==> config.mk <==
export PLATFORM = sky130hd
export DESIGN_NAME = thd_ratio_engine
export DESIGN_NICKNAME = d
export VERILOG_FILES = /design/src/rtl/thd_ratio_engine.sv
export SDC_FILE = /design/constraint.sdc
export NUM_CORES = 1
export LEC_CHECK = 0
export CELL_PAD_IN_SITES_DETAIL_PLACEMENT = 0
export CELL_PAD_IN_SITES_GLOBAL_PLACEMENT = 1
export CORE_MARGIN = 1
export CORE_UTILIZATION = 39
export CTS_CLUSTER_DIAMETER = 100
export DETAILED_ROUTE_END_ITERATION = 8
export GPL_TIMING_DRIVEN = 0
export PLACE_DENSITY_LB_ADDON = 0.08
export SLEW_MARGIN = 15
export SYNTH_ARGS = -nofsm -noshare
export SYNTH_HDL_FRONTEND = slang
export SYNTH_SLANG_ARGS = --single-unit
==> constraint.sdc <==
create_clock -name clk -period 6.4 [get_ports clk]
set_input_delay 1.28 -clock clk [delete_from_list [all_inputs] [get_ports clk]]
set_output_delay 1.28 -clock clk [all_outputs]
set_load 0.01 [all_outputs]
==> src/rtl/thd_ratio_engine.sv <==
// Harmonic-distortion front end: per frame, latches the fundamental bin, sums the harmonic bins,
// then takes rounded, saturated square roots of both with one shared restoring root sequencer.
module thd_ratio_engine #(
    parameter int DATA_W     = 24,
    parameter int FRAME_LEN  = 8,
    parameter int FUND_BIN   = 1,
    parameter int HARM_FIRST = 2,
    parameter int NUM_HARM   = 4,
    localparam int SUM_W     = DATA_W + $clog2(NUM_HARM),
    localparam int ROOT_W    = (SUM_W + 1) / 2
) (
    input  logic              clk,
    input  logic              rst,
    input  logic              in_valid,
    input  logic              in_sop,
    input  logic              in_eop,
    input  logic [DATA_W-1:0] in_data,
    output logic [ROOT_W-1:0] thd_numer,
    output logic [ROOT_W-1:0] thd_denom,
    output logic              thd_valid,
    output logic              busy,
    output logic              frame_err,
    output logic              overrun
);

    localparam int RAD_W = 2 * ROOT_W;
    localparam int REM_W = ROOT_W + 3;
    localparam int CNT_W = $clog2(FRAME_LEN + 1);
    localparam int IT_W  = $clog2(ROOT_W + 1);

    typedef enum logic [1:0] {S_IDLE, S_COLLECT, S_ROOT, S_DONE} state_t;

    state_t              state_q, state_d;
    logic [CNT_W-1:0]    cnt_q, cnt_d;
    logic [SUM_W-1:0]    harm_q, harm_d;
    logic [DATA_W-1:0]   fund_q, fund_d;
    logic [IT_W-1:0]     iter_q, iter_d;
    logic [RAD_W-1:0]    nrad_q, nrad_d, drad_q, drad_d;
    logic [REM_W-1:0]    nrem_q, nrem_d, drem_q, drem_d;
    logic [ROOT_W-1:0]   nroot_q, nroot_d, droot_q, droot_d;
    logic [ROOT_W-1:0]   numer_q, numer_d, denom_q, denom_d;
    logic                err_q, err_d, ovr_q, ovr_d;
    logic [CNT_W-1:0]    bin_idx;
    logic                is_last;

    // One restoring digit: bring down two radicand bits, try subtracting (4q+1).
    function automatic logic [REM_W+ROOT_W-1:0] sqrt_step(input logic [REM_W-1:0] rem,
                                                          input logic [ROOT_W-1:0] root,
                                                          input logic [1:0] pair);
        logic [REM_W-1:0] cur;
        logic [REM_W-1:0] trial;
        cur   = {rem[REM_W-3:0], pair};
        trial = {1'b0, root, 2'b01};
        if (cur >= trial)
            return {cur - trial, root[ROOT_W-2:0], 1'b1};
        return {cur, root[ROOT_W-2:0], 1'b0};
    endfunction

    // Remainder above q means the true root is past q+0.5.
    function automatic logic [ROOT_W-1:0] round_sat(input logic [REM_W-1:0] rem,
                                                    input logic [ROOT_W-1:0] root);
        if (rem > {3'b000, root}) begin
            if (&root)
                return root;
            return root + ROOT_W'(1);
        end
        return root;
    endfunction

    always_ff @(posedge clk) begin
        if (rst) begin
            state_q <= S_IDLE;
            cnt_q   <= '0;
            harm_q  <= '0;
            fund_q  <= '0;
            iter_q  <= '0;
            nrad_q  <= '0;
            drad_q  <= '0;
            nrem_q  <= '0;
            drem_q  <= '0;
            nroot_q <= '0;
            droot_q <= '0;
            numer_q <= '0;
            denom_q <= '0;
            err_q   <= 1'b0;
            ovr_q   <= 1'b0;
        end else begin
            state_q <= state_d;
            cnt_q   <= cnt_d;
            harm_q  <= harm_d;
            fund_q  <= fund_d;
            iter_q  <= iter_d;
            nrad_q  <= nrad_d;
            drad_q  <= drad_d;
            nrem_q  <= nrem_d;
            drem_q  <= drem_d;
            nroot_q <= nroot_d;
            droot_q <= droot_d;
            numer_q <= numer_d;
            denom_q <= denom_d;
            err_q   <= err_d;
            ovr_q   <= ovr_d;
        end
    end

    always_comb begin
        state_d = state_q;
        cnt_d   = cnt_q;
        harm_d  = harm_q;
        fund_d  = fund_q;
        iter_d  = iter_q;
        nrad_d  = nrad_q;
        drad_d  = drad_q;
        nrem_d  = nrem_q;
        drem_d  = drem_q;
        nroot_d = nroot_q;
        droot_d = droot_q;
        numer_d = numer_q;
        denom_d = denom_q;
        err_d   = 1'b0;
        ovr_d   = 1'b0;
        bin_idx = in_sop ? '0 : cnt_q;
        is_last = (bin_idx == CNT_W'(FRAME_LEN - 1));

        case (state_q)
            S_IDLE, S_COLLECT: begin
                if (in_valid && (in_sop || state_q == S_COLLECT)) begin
                    if (in_sop) begin
                        harm_d = '0;
                        fund_d = '0;
                    end
                    if (bin_idx == CNT_W'(FUND_BIN))
                        fund_d = in_data;
                    if (bin_idx >= CNT_W'(HARM_FIRST) && bin_idx < CNT_W'(HARM_FIRST + NUM_HARM))
                        harm_d = harm_d + SUM_W'(in_data);
                    if (in_eop && is_last) begin
                        state_d = S_ROOT;
                        cnt_d   = '0;
                        iter_d  = '0;
                        nrad_d  = RAD_W'(harm_d);
                        drad_d  = RAD_W'(fund_d);
                        nrem_d  = '0;
                        drem_d  = '0;
                        nroot_d = '0;
                        droot_d = '0;
                    end else if (in_eop || is_last) begin
                        state_d = S_IDLE;
                        cnt_d   = '0;
                        err_d   = 1'b1;
                    end else begin
                        state_d = S_COLLECT;
                        cnt_d   = bin_idx + CNT_W'(1);
                    end
                end
            end
            S_ROOT: begin
                ovr_d = in_valid && in_sop;
                {nrem_d, nroot_d} = sqrt_step(nrem_q, nroot_q, nrad_q[RAD_W-1 -: 2]);
                {drem_d, droot_d} = sqrt_step(drem_q, droot_q, drad_q[RAD_W-1 -: 2]);
                nrad_d = nrad_q << 2;
                drad_d = drad_q << 2;
                iter_d = iter_q + IT_W'(1);
                if (iter_q == IT_W'(ROOT_W - 1)) begin
                    state_d = S_DONE;
                    numer_d = round_sat(nrem_d, nroot_d);
                    denom_d = round_sat(drem_d, droot_d);
                end
            end
            S_DONE: begin
                ovr_d   = in_valid && in_sop;
                state_d = S_IDLE;
            end
            default: state_d = S_IDLE;
        endcase
    end

    always_comb begin
        thd_valid = (state_q == S_DONE);
        busy      = (state_q == S_ROOT) || (state_q == S_DONE);
        thd_numer = numer_q;
        thd_denom = denom_q;
        frame_err = err_q;
        overrun   = ovr_q;
    end

endmodule

**Word level (Yosys, flattened, before mapping)**

Cells that the tools add are included.

- Equal/unequal tests: 9
- Reduce and logical (&&, ||, !) cells: 19
- Order comparisons: 6
- Add/sub/neg operators: 7
- Muxes and demuxes: 64
- Bitwise operators: 3

Operator list:

| cell | count |
|---|---|
| $mux 26 | 8 |
| $mux 29 | 6 |
| $mux 13 | 10 |
| $pmux 26 s2 | 2 |
| $pmux 14 s2 | 2 |
| $pmux 13 s2 | 2 |
| $mux 24 | 2 |
| $ge 16x15->1 | 2 |
| $gt 16x13->1 | 2 |
| $sub 16x15->16 | 2 |
| $mux 14 | 2 |
| $add 13x1->13 const B | 2 |
| $add 26x24->26 | 1 |
| $reduce_and 13->1 | 2 |
| $mux 1 | 20 |
| $mux 4 | 5 |
| $add 4x1->4 const B | 2 |
| $pmux 4 s2 | 1 |
| $mux 2 | 3 |
| $ne 2x2->1 const B | 3 |
| $pmux 2 s3 | 1 |
| $reduce_and 2->1 | 3 |
| $reduce_or 2->1 | 3 |
| $eq 2x2->1 const B | 2 |
| 13 further kinds | 20 |

- Input bits: 29
- Register bits: 194
- Output and inout bits: 30

**Longest topological paths before layout**

- Depth after elaboration: 13
- Depth in mapped cells: 22

**Least setup slack after synthesis**

Ideal clock, no wire load.

- Path type: input-to-reg
- Start point: input port in_sop
- End point: register harm_q[24]
- Path slack: 1.695 ns
- Setup time: 0.057 ns
- Data arrival time: 4.647 ns
- Stages on the path: 15
- Cell sequence: clkbuf_1 > buf_1 > nor2b_1 > ha_1 > fa_1 > a21o_1 > a21oi_1 > o211ai_1 > a221o_1 > o21ai_1 > o31ai_1 > a221o_1 > a21o_1 > a221oi_1 > a21o_1

- Cells in the longest elaborated chain, start to end: 5
- Elaborated cells on any way between the ends: 12
- Classes of those cells: add/sub: 1; order compare: 2; mux: 5; reduce/logical: 4

RTL lines:

| item | RTL line | text |
|---|---|---|
| start, declared | 15 | `input logic in_sop,` |
| $mux 26 | 128 | `if (in_sop) begin` |
| $mux 26 | 127 | `if (in_valid && (in_sop \|\| state_q == S_COLLECT)) begin` |
| $mux 26 | 125 | `case (state_q)` |
| $add 26x24->26 | 135 | `harm_d = harm_d + SUM_W'(in_data);` |
| $mux 26 | 134 | `if (bin_idx >= CNT_W'(HARM_FIRST) && bin_idx < CNT_W'(HARM_FIRST + NUM_HARM))` |
| end signal, assigned | 90 | `harm_q <= harm_d;` |
| end, declared | 35 | `logic [SUM_W-1:0] harm_q, harm_d;` |

Parallel ways exist; a longest one is shown, timed or not. The select of a mux whose other input is x is not followed.
A chain may end at the register's enable or synchronous reset.

**Final worst setup path**

Same ends and word-level chain as after synthesis.

==> flow_summary_export.csv <==
group,metric,value,unit
outcome,outcome,"complete, no violations",
drt,remaining_drc_errors,0,
setup_path,critical_path.slowest_cell,"sky130_fd_sc_hd__buf_1",
synth,synth.ff_latch_count,194,
synth,postSynthCellCount,1553,
setup_path,timing.critical_path.fanout_max,10,
clocking,clock_latency,0.47,ns
drt,drt_pass1_iterations,8,
drt,totalWireLength,41000,µm
synth,synth-main-ff-cell,"sky130_fd_sc_hd__dfxtp_1",
setup_path,worstPathArrival,6.39,ns
clocking,ctsHtreeMaxLevel,4,
sta,finalSetupViolations,0,
setup_path,start_kind,"input pin",
global_route,grt_pass1_wl,64700,µm
placement,finalWeightedCongestion,0.876,
global_route,grt_max_degree,22,
sta,maxSlewViolCount,0,
final_layout,num-fill-cells,3074,
global_route,antenna_violations_before_repair,1,
synth,edff_count_synth,0,
floorplanning,placementRows,63,
setup_path,worst_path_largest_cell_delay,0.67,ns
sta,worst_clock_skew,0.0206,ns
global_route,via_count_of_the_first_global_routing_pass,11000,
final_layout,layout-drive-gt1-share,0.0365,
clocking,tritoncts,"built",
placement,port_buffers,56,
final_layout,commonest_cells_after_routing_fill_and_taps_aside,"251 x sky130_fd_sc_hd__nor2_1, 194 x sky130_fd_sc_hd__dfxtp_1, 180 x sky130_fd_sc_hd__a21oi_1",
sta,max_slew.worst_pin.slew,0.936,ns
run,maxCapViolations,0,
floorplanning,start_util,0.400,
sta,timing.final.crit_share,0.936,
setup_path,critPathTopFamily,"compound AO/OA/AOI/OAI gates",
clocking,path_clk_slew,0.08,ns
floorplanning,dieHeight,177,µm
sta,fmax,167,MHz
pwr,leakagePower,5.00,nW
synth,synthArstFlopShare,0,
sta,hold_ws,0.464,ns
drt,detailedRoute.firstIterationViolations,859,
drt,wl_per_cell,20.1,µm
clocking,cts_hold_buffers,0,
clocking,clock-root-buffer,"sky130_fd_sc_hd__clkbuf_16",
sta,final.min_clock_period,5.99,ns
synth,yosysSeqAreaShare,0.325,
worst_hold_path,hold_path_class,"reg -> reg",
floorplanning,die_w,177,µm
drt,viasPerCell,5.67,
setup_path,cp_data_required_time,6.80,ns
final_layout,final_nets,1749,
final_layout,post-route-util,0.457,
setup_path,critPathCaptureType,"flip-flop",
clocking,cts_setup_buffers,0,
clocking,postCtsResizedCells,0,
global_route,globalRouteTotalUtil,0.269,
floorplanning,pin_count,59,
synth,synth.cell_area,11900,µm²
synth,synth_area_per_cell,7.69,µm²
synth,synthesis.nets,1670,
drt,antenna_violating_nets_post_route,0,
drt,overall_via_count_from_detail_route,11600,
floorplanning,design.die.area,31300,µm²
setup_path,crit_type,"in -> reg",
pwr,ir_worst_vdd,186,µV
placement,dp.final_hpwl,31300,µm
synth,synth_cell_types,72,
synth,synth.yosys.warnings,0,
setup_path,timing.critical_path.cells,"clkdlybuf4s50_1, clkbuf_1, buf_1, nor2b_1, ha_1, fa_1, a21o_1, a21oi_1, o211ai_1, a221o_1, o21ai_1, o31ai_1, a221o_1, a21o_1, a221oi_1, a21o_1",
pwr,power_density,188,nW/µm²
pwr,post-layout-total-power,0.00256,W
setup_path,worst_path_bufs_invs,3,
clocking,cts_made_buffers,17,
sta,worst_rel_slew_slack,0.368,
sta,hold_violation_count_in_the_final_report,0,
sta,unrepaired_setup_endpoints_after_global_routing,"no",
final_layout,area.growth.synth_to_final,14.3,%
global_route,grt_overflow,0,
floorplanning,core_area,29900,µm²
clocking,cts_buffer_depth,2,
setup_path,critical-path-top-cell-by-count,"sky130_fd_sc_hd__a21o_1",
clocking,clock_sink_count,194,
final_layout,most_common_library_cell_in_the_layout_ignoring_fill_and_taps,"sky130_fd_sc_hd__nor2_1",
==> cell families (layout without fill, tap and decap cells) <==
| kind of cell | count (synthesis) | after routing | synth area share |
|---|---|---|---|
| simple gates | 600 | 600 | 0.234 |
| mux | 14 | 14 | 0.0124 |
| other cells | 0 | 2 | 0 |
| fa+ha+maj | 88 | 88 | 0.0929 |
| xor+xnor | 58 | 58 | 0.0426 |
| flops | 194 | 194 | 0.325 |
| compound gates | 449 | 449 | 0.244 |
| buf+inv | 150 | 242 | 0.0480 |
==> final timing paths <==
check / depth (start not counted) / from / slack [ns] / endpoint
setup / recovery: 16 / in_sop / 0.41 / harm_q[24]
hold / removal: 2 / harm_q[7] / 0.46 / harm_q[7]
hold reg to reg: 2 / harm_q[7] / 0.46 / harm_q[7]
setup reg to reg: 23 / nroot_q[1] / 0.49 / thd_numer[10]
==> sequential cells by signal (all words and copies together) (netlist names), 4 cells and up <==
register	cells
drad_q	26
harm_q	26
nrad_q	26
fund_q	24
drem_q	14
nrem_q	14
droot_q	13
nroot_q	13
thd_denom	13
thd_numer	13
cnt_q	4
iter_q	4
==> synth_stat cells, types with 3 or more instances <==
| library cell | number | share of area |
|---|---|---|
| sky130_fd_sc_hd__nand2b_1 | 11 | 0.0058 |
| sky130_fd_sc_hd__o2111ai_1 | 3 | 0.0022 |
| sky130_fd_sc_hd__inv_1 | 49 | 0.015 |
| sky130_fd_sc_hd__xnor2_1 | 41 | 0.030 |
| sky130_fd_sc_hd__o31ai_1 | 11 | 0.0069 |
| sky130_fd_sc_hd__nor3b_1 | 25 | 0.016 |
| sky130_fd_sc_hd__and3_1 | 15 | 0.0079 |
| sky130_fd_sc_hd__or3_1 | 9 | 0.0047 |
| sky130_fd_sc_hd__nand4_1 | 21 | 0.011 |
| sky130_fd_sc_hd__nand2_1 | 110 | 0.035 |
| sky130_fd_sc_hd__a31oi_1 | 13 | 0.0068 |
| sky130_fd_sc_hd__a211oi_1 | 56 | 0.035 |
| sky130_fd_sc_hd__o21a_1 | 9 | 0.0057 |
| sky130_fd_sc_hd__nor2b_1 | 37 | 0.019 |
| sky130_fd_sc_hd__o22ai_1 | 5 | 0.0026 |
| sky130_fd_sc_hd__a221oi_1 | 26 | 0.019 |
| sky130_fd_sc_hd__mux2i_1 | 8 | 0.0067 |
| sky130_fd_sc_hd__o21ai_1 | 4 | 0.0017 |
| sky130_fd_sc_hd__xor2_1 | 17 | 0.012 |
| sky130_fd_sc_hd__a221o_1 | 4 | 0.0034 |
| sky130_fd_sc_hd__nor3_1 | 23 | 0.0096 |
| sky130_fd_sc_hd__and2_1 | 5 | 0.0026 |
| sky130_fd_sc_hd__a311oi_1 | 7 | 0.0051 |
| sky130_fd_sc_hd__o31a_1 | 3 | 0.0022 |
| sky130_fd_sc_hd__nand3b_1 | 4 | 0.0025 |
| sky130_fd_sc_hd__mux2_2 | 6 | 0.0057 |
| sky130_fd_sc_hd__or2_2 | 4 | 0.0021 |
| sky130_fd_sc_hd__a21oi_1 | 180 | 0.075 |
| sky130_fd_sc_hd__nor4_1 | 7 | 0.0037 |
| sky130_fd_sc_hd__o311ai_0 | 3 | 0.0022 |
| sky130_fd_sc_hd__a22oi_1 | 20 | 0.013 |
| sky130_fd_sc_hd__nand3_1 | 69 | 0.029 |
| sky130_fd_sc_hd__nor2_1 | 251 | 0.079 |
| sky130_fd_sc_hd__clkbuf_1 | 79 | 0.025 |
| sky130_fd_sc_hd__dfxtp_1 | 194 | 0.33 |
| sky130_fd_sc_hd__o21ai_0 | 48 | 0.020 |
| sky130_fd_sc_hd__a21o_1 | 19 | 0.012 |
| sky130_fd_sc_hd__o211ai_1 | 6 | 0.0038 |
| sky130_fd_sc_hd__buf_1 | 18 | 0.0057 |
| sky130_fd_sc_hd__ha_1 | 87 | 0.091 |
| sky130_fd_sc_hd__o21bai_1 | 8 | 0.0050 |
==> area by class of cell <==
cell class              count  area, µm²  share of cell area
flip-flops and latches    194       3880               0.285
plain buffers             100        385              0.0283
inverters                  50        188              0.0138
repair buffers             60        594              0.0436
multi-input cells        1209       7480               0.549
diodes                      2       5.00            0.000367
well taps                 390        488              0.0358
clock inverters            15        186              0.0137
clock buffers              17        425              0.0312
==> worst reg2reg max path: cells and delay by family (launching register included) <==
| kind | cells | cell delay, ns |
|---|---|---|
| adders and majority gates | 2 | 0.68 |
| buffers and inverters | 5 | 1.57 |
| and+or+nand+nor | 7 | 1.16 |
| AOI/OAI and AO/OA | 9 | 2.02 |
| DFF | 1 | 0.31 |
==> power by group <==
part | internal [W] | switching (W)
registers | 0.00122 | 0.00000758
logic | 0.0000705 | 0.000132
clock network | 0.000533 | 0.000595
==> stage by stage <==
step                worst slack [ns]  area, µm²  instances  setup TNS [ns]
floorplan                       1.70      11900       1553               0
global placement              0.0697      13000       1999               0
detailed placement           -0.0227      13000       2000         -0.0227
CTS                            0.288      13600       2032               0
global route                  0.0341      13600       2036               0
finish                         0.409      13600       2037               0
==> per-layer routing <==
layer	up-vias	wire [µm]	GRT usage	share of wire
met4	0	1110	0.0905	0.027
met1	5447	19400	0.364	0.47
met2	305	18900	0.441	0.46
met3	49	1600	0.0331	0.039
li1	5749	-	-	-
met5	-	0	0	0
No activity file was read; power rests on OpenSTA's default activity.
==> RTL change: new RTL, config.mk and constraints unchanged <==
Add an input register stage for `in_valid`, `in_sop`, `in_eop` and `in_data`, without a reset; this delays them by one clock.
--- a/src/rtl/thd_ratio_engine.sv
+++ b/src/rtl/thd_ratio_engine.sv
@@ -29,6 +29,18 @@
     localparam int IT_W  = $clog2(ROOT_W + 1);
 
     typedef enum logic [1:0] {S_IDLE, S_COLLECT, S_ROOT, S_DONE} state_t;
+
+    logic in_valid_q;
+    logic in_sop_q;
+    logic in_eop_q;
+    logic [DATA_W-1:0] in_data_q;
+
+    always_ff @(posedge clk) begin
+        in_valid_q <= in_valid;
+        in_sop_q   <= in_sop;
+        in_eop_q   <= in_eop;
+        in_data_q  <= in_data;
+    end
 
     state_t              state_q, state_d;
     logic [CNT_W-1:0]    cnt_q, cnt_d;
@@ -119,21 +131,21 @@
         denom_d = denom_q;
         err_d   = 1'b0;
         ovr_d   = 1'b0;
-        bin_idx = in_sop ? '0 : cnt_q;
+        bin_idx = in_sop_q ? '0 : cnt_q;
         is_last = (bin_idx == CNT_W'(FRAME_LEN - 1));
 
         case (state_q)
             S_IDLE, S_COLLECT: begin
-                if (in_valid && (in_sop || state_q == S_COLLECT)) begin
-                    if (in_sop) begin
+                if (in_valid_q && (in_sop_q || state_q == S_COLLECT)) begin
+                    if (in_sop_q) begin
                         harm_d = '0;
                         fund_d = '0;
                     end
                     if (bin_idx == CNT_W'(FUND_BIN))
-                        fund_d = in_data;
+                        fund_d = in_data_q;
                     if (bin_idx >= CNT_W'(HARM_FIRST) && bin_idx < CNT_W'(HARM_FIRST + NUM_HARM))
-                        harm_d = harm_d + SUM_W'(in_data);
-                    if (in_eop && is_last) begin
+                        harm_d = harm_d + SUM_W'(in_data_q);
+                    if (in_eop_q && is_last) begin
                         state_d = S_ROOT;
                         cnt_d   = '0;
                         iter_d  = '0;
@@ -143,7 +155,7 @@
                         drem_d  = '0;
                         nroot_d = '0;
                         droot_d = '0;
-                    end else if (in_eop || is_last) begin
+                    end else if (in_eop_q || is_last) begin
                         state_d = S_IDLE;
                         cnt_d   = '0;
                         err_d   = 1'b1;
@@ -154,7 +166,7 @@
                 end
             end
             S_ROOT: begin
-                ovr_d = in_valid && in_sop;
+                ovr_d = in_valid_q && in_sop_q;
                 {nrem_d, nroot_d} = sqrt_step(nrem_q, nroot_q, nrad_q[RAD_W-1 -: 2]);
                 {drem_d, droot_d} = sqrt_step(drem_q, droot_q, drad_q[RAD_W-1 -: 2]);
                 nrad_d = nrad_q << 2;
@@ -167,7 +179,7 @@
                 end
             end
             S_DONE: begin
-                ovr_d   = in_valid && in_sop;
+                ovr_d   = in_valid_q && in_sop_q;
                 state_d = S_IDLE;
             end
             default: state_d = S_IDLE;
Behaviour: not the same (Yosys sat finds a counterexample within 4 cycles, from zero or initial values and one cycle with rst high).
==> RTL change against the unedited design <==
- critical path depth increased by 6
- hold slack got worse by 0.0049 ns
- setup slack improved by 0.087 ns
- power increased by 23%
- first-iteration DRC count decreased by 5.1%
- sequential cell count increased by 27
- die area increased by 6.0%
- clock skew decreased by 0.0032 ns
- clock power increased by 36%
- global-route usage decreased by 2.0 points
- routed wire length increased by 0.97%
- cell area increased by 7.3%
- synthesized area increased by 6.0%
==> RTL change: results (changes against the unedited design) <==
Power:
- The power drawn by the combinational cells is 0.183 mW (-9%).
- The switching power is 0.7670 mW (+4.4%).
- The peak supply drop was 0.0001887 V (+1.5%).
- The power dissipated in sequential cells is 1.42 mW (+15%).
- The static power due to leakage is 5.508 nW (+10%).
- The clock distribution power was 1.54 mW (+36%).

Clocking:
- The clock slew at the register clock pins of the worst setup and hold paths is 0.06 ns (-0.02 ns).
- The number of clock buffers inserted by TritonCTS is 27 (+10).
- The clock tree buffer depth came to 3 (+1).
- The clock latency on the worst-skew pair is 0.56 ns (+0.09 ns).
- The maximum level of the CTS H-tree is 1 (-3).

Synthesis:
- The number of different library cells in the post-synthesis netlist is 71 (-1.4%).
- The post-synthesis share of cell area spent on xor and xnor gates is 0.04222 (-0.0003434).
- The post-synthesis compound-gate area fraction is 0.2257 (-0.01864).
- The mux contribution to synthesized area is 0.01434 (+0.001966).
- The number of nets produced by synthesis is 1737 (+4.0%).
- The sequential element share of the synthesized area is 0.3496 (+0.02421).
- The mean post-synth cell area is 7.812 um2 (+1.6%).
- The adder and majority cell fraction of the synthesized area is 0.08760 (-0.005281).
- Ranked by instance count, the synthesized netlist is headed by 237 x nor2_1, 221 x dfxtp_1, 176 x a21oi_1.

Detailed routing:
- The routed wirelength normalized by instance count is 19.43 um (-3.4%).
- The count of antenna-violating nets left after detailed routing is 0 (unchanged).
- The length of routed met3 wiring is 1619 um (+0.94%).
- The via density per instance was 5.614 (-0.99%).
- The length of routed wiring on met1 came to 18770 um (-3.2%).
- The met2 wirelength from detailed routing is 19530 um (+3.5%).
- The number of search-and-repair iterations in the first detailed-routing pass came to 5 (-3).

Cells and area:
- The fraction of final layout cells with drive strength greater than 1 came to 0.04517 (+0.008691).
- The net count of the finished layout came to 1823 (+4.2%).
- The filler cell count in the final layout is 3243 (+5.5%).
- The number of antenna cells inserted is 0 (-2).

Placed design:
- The total placed instance area is 13730 um2 (+5.6%).
- The setup slack at placement came to 0.5600 ns (+0.5827 ns).
- The number of placed cells counting well taps is 2079 (+4.0%).
- The detailed placer's ending HPWL is 31380 um (+0.23%).
- The number of input and output port buffers inserted is 57 (+1.8%).

Timing:
- The pin slew with the least headroom to its limit is 1.148 ns (+0.2125 ns).
- The setup clock skew after layout is 0.01741 ns (-0.003160 ns).

Global routing:
- The wire length of the first global-routing pass is 65050 um (+0.59%).
- The global-route met3 utilization is 0.02534 (-0.007731).
- The largest net degree at the start of global routing is 15 (-32%).
- The number of antenna violations at the first check in global routing is 0 (-1).
- The total global-route track usage is 0.2498 (-0.01958).
- The number of global-route vias before repair is 11430 (+3.8%).
- The met1 demand-to-capacity share in global routing is 0.3234 (-0.04100).
- The met2 global-route usage is 0.4313 (-0.009749).

Setup path:
- The slowest library cell on the worst path is clkbuf_1.
- The stage delay of the slowest cell on the critical path is 0.46 ns (-0.21 ns).
- The arrival time reported for the critical path endpoint is 6.32 ns (-0.07 ns).
- The depth of the worst register-to-register path was 22 (-4.3%).

Status:
- The flow ran to the end, and the final reports show no timing, DRC or antenna violations.
[RTL change: changes by cell type after synthesis, sizes merged, moves of 5 or more]
| cell | delta |
|---|---|
| nand2 | +35 |
| dfxtp | +27 |
| nor2 | -14 |
| nor3 | +14 |
| clkbuf | +8 |
| nand3 | +8 |
| o31ai | -7 |
| nor4 | +6 |
| o21a | +6 |
| a311oi | -5 |
[RTL change: layout make-up]
cell class              count  area, um2  share of cell area
clock inverters            13      121.4            0.008293
inverters                  47      176.4             0.01206
repair buffers             57      570.5             0.03899
well taps                 402      503.0             0.03437
flip-flops and latches    221       4424              0.3023
multi-input cells        1246       7636              0.5218
plain buffers             106      419.2             0.02864
clock buffers              37      783.3             0.05352
[RTL change: worst paths after layout]
path              endpoint          start  slack [ns]
min reg2reg  thd_numer[12]  thd_numer[12]        0.46
max          thd_numer[12]     nroot_q[9]        0.50
min          thd_numer[12]  thd_numer[12]        0.46
max reg2reg  thd_numer[12]     nroot_q[9]        0.50
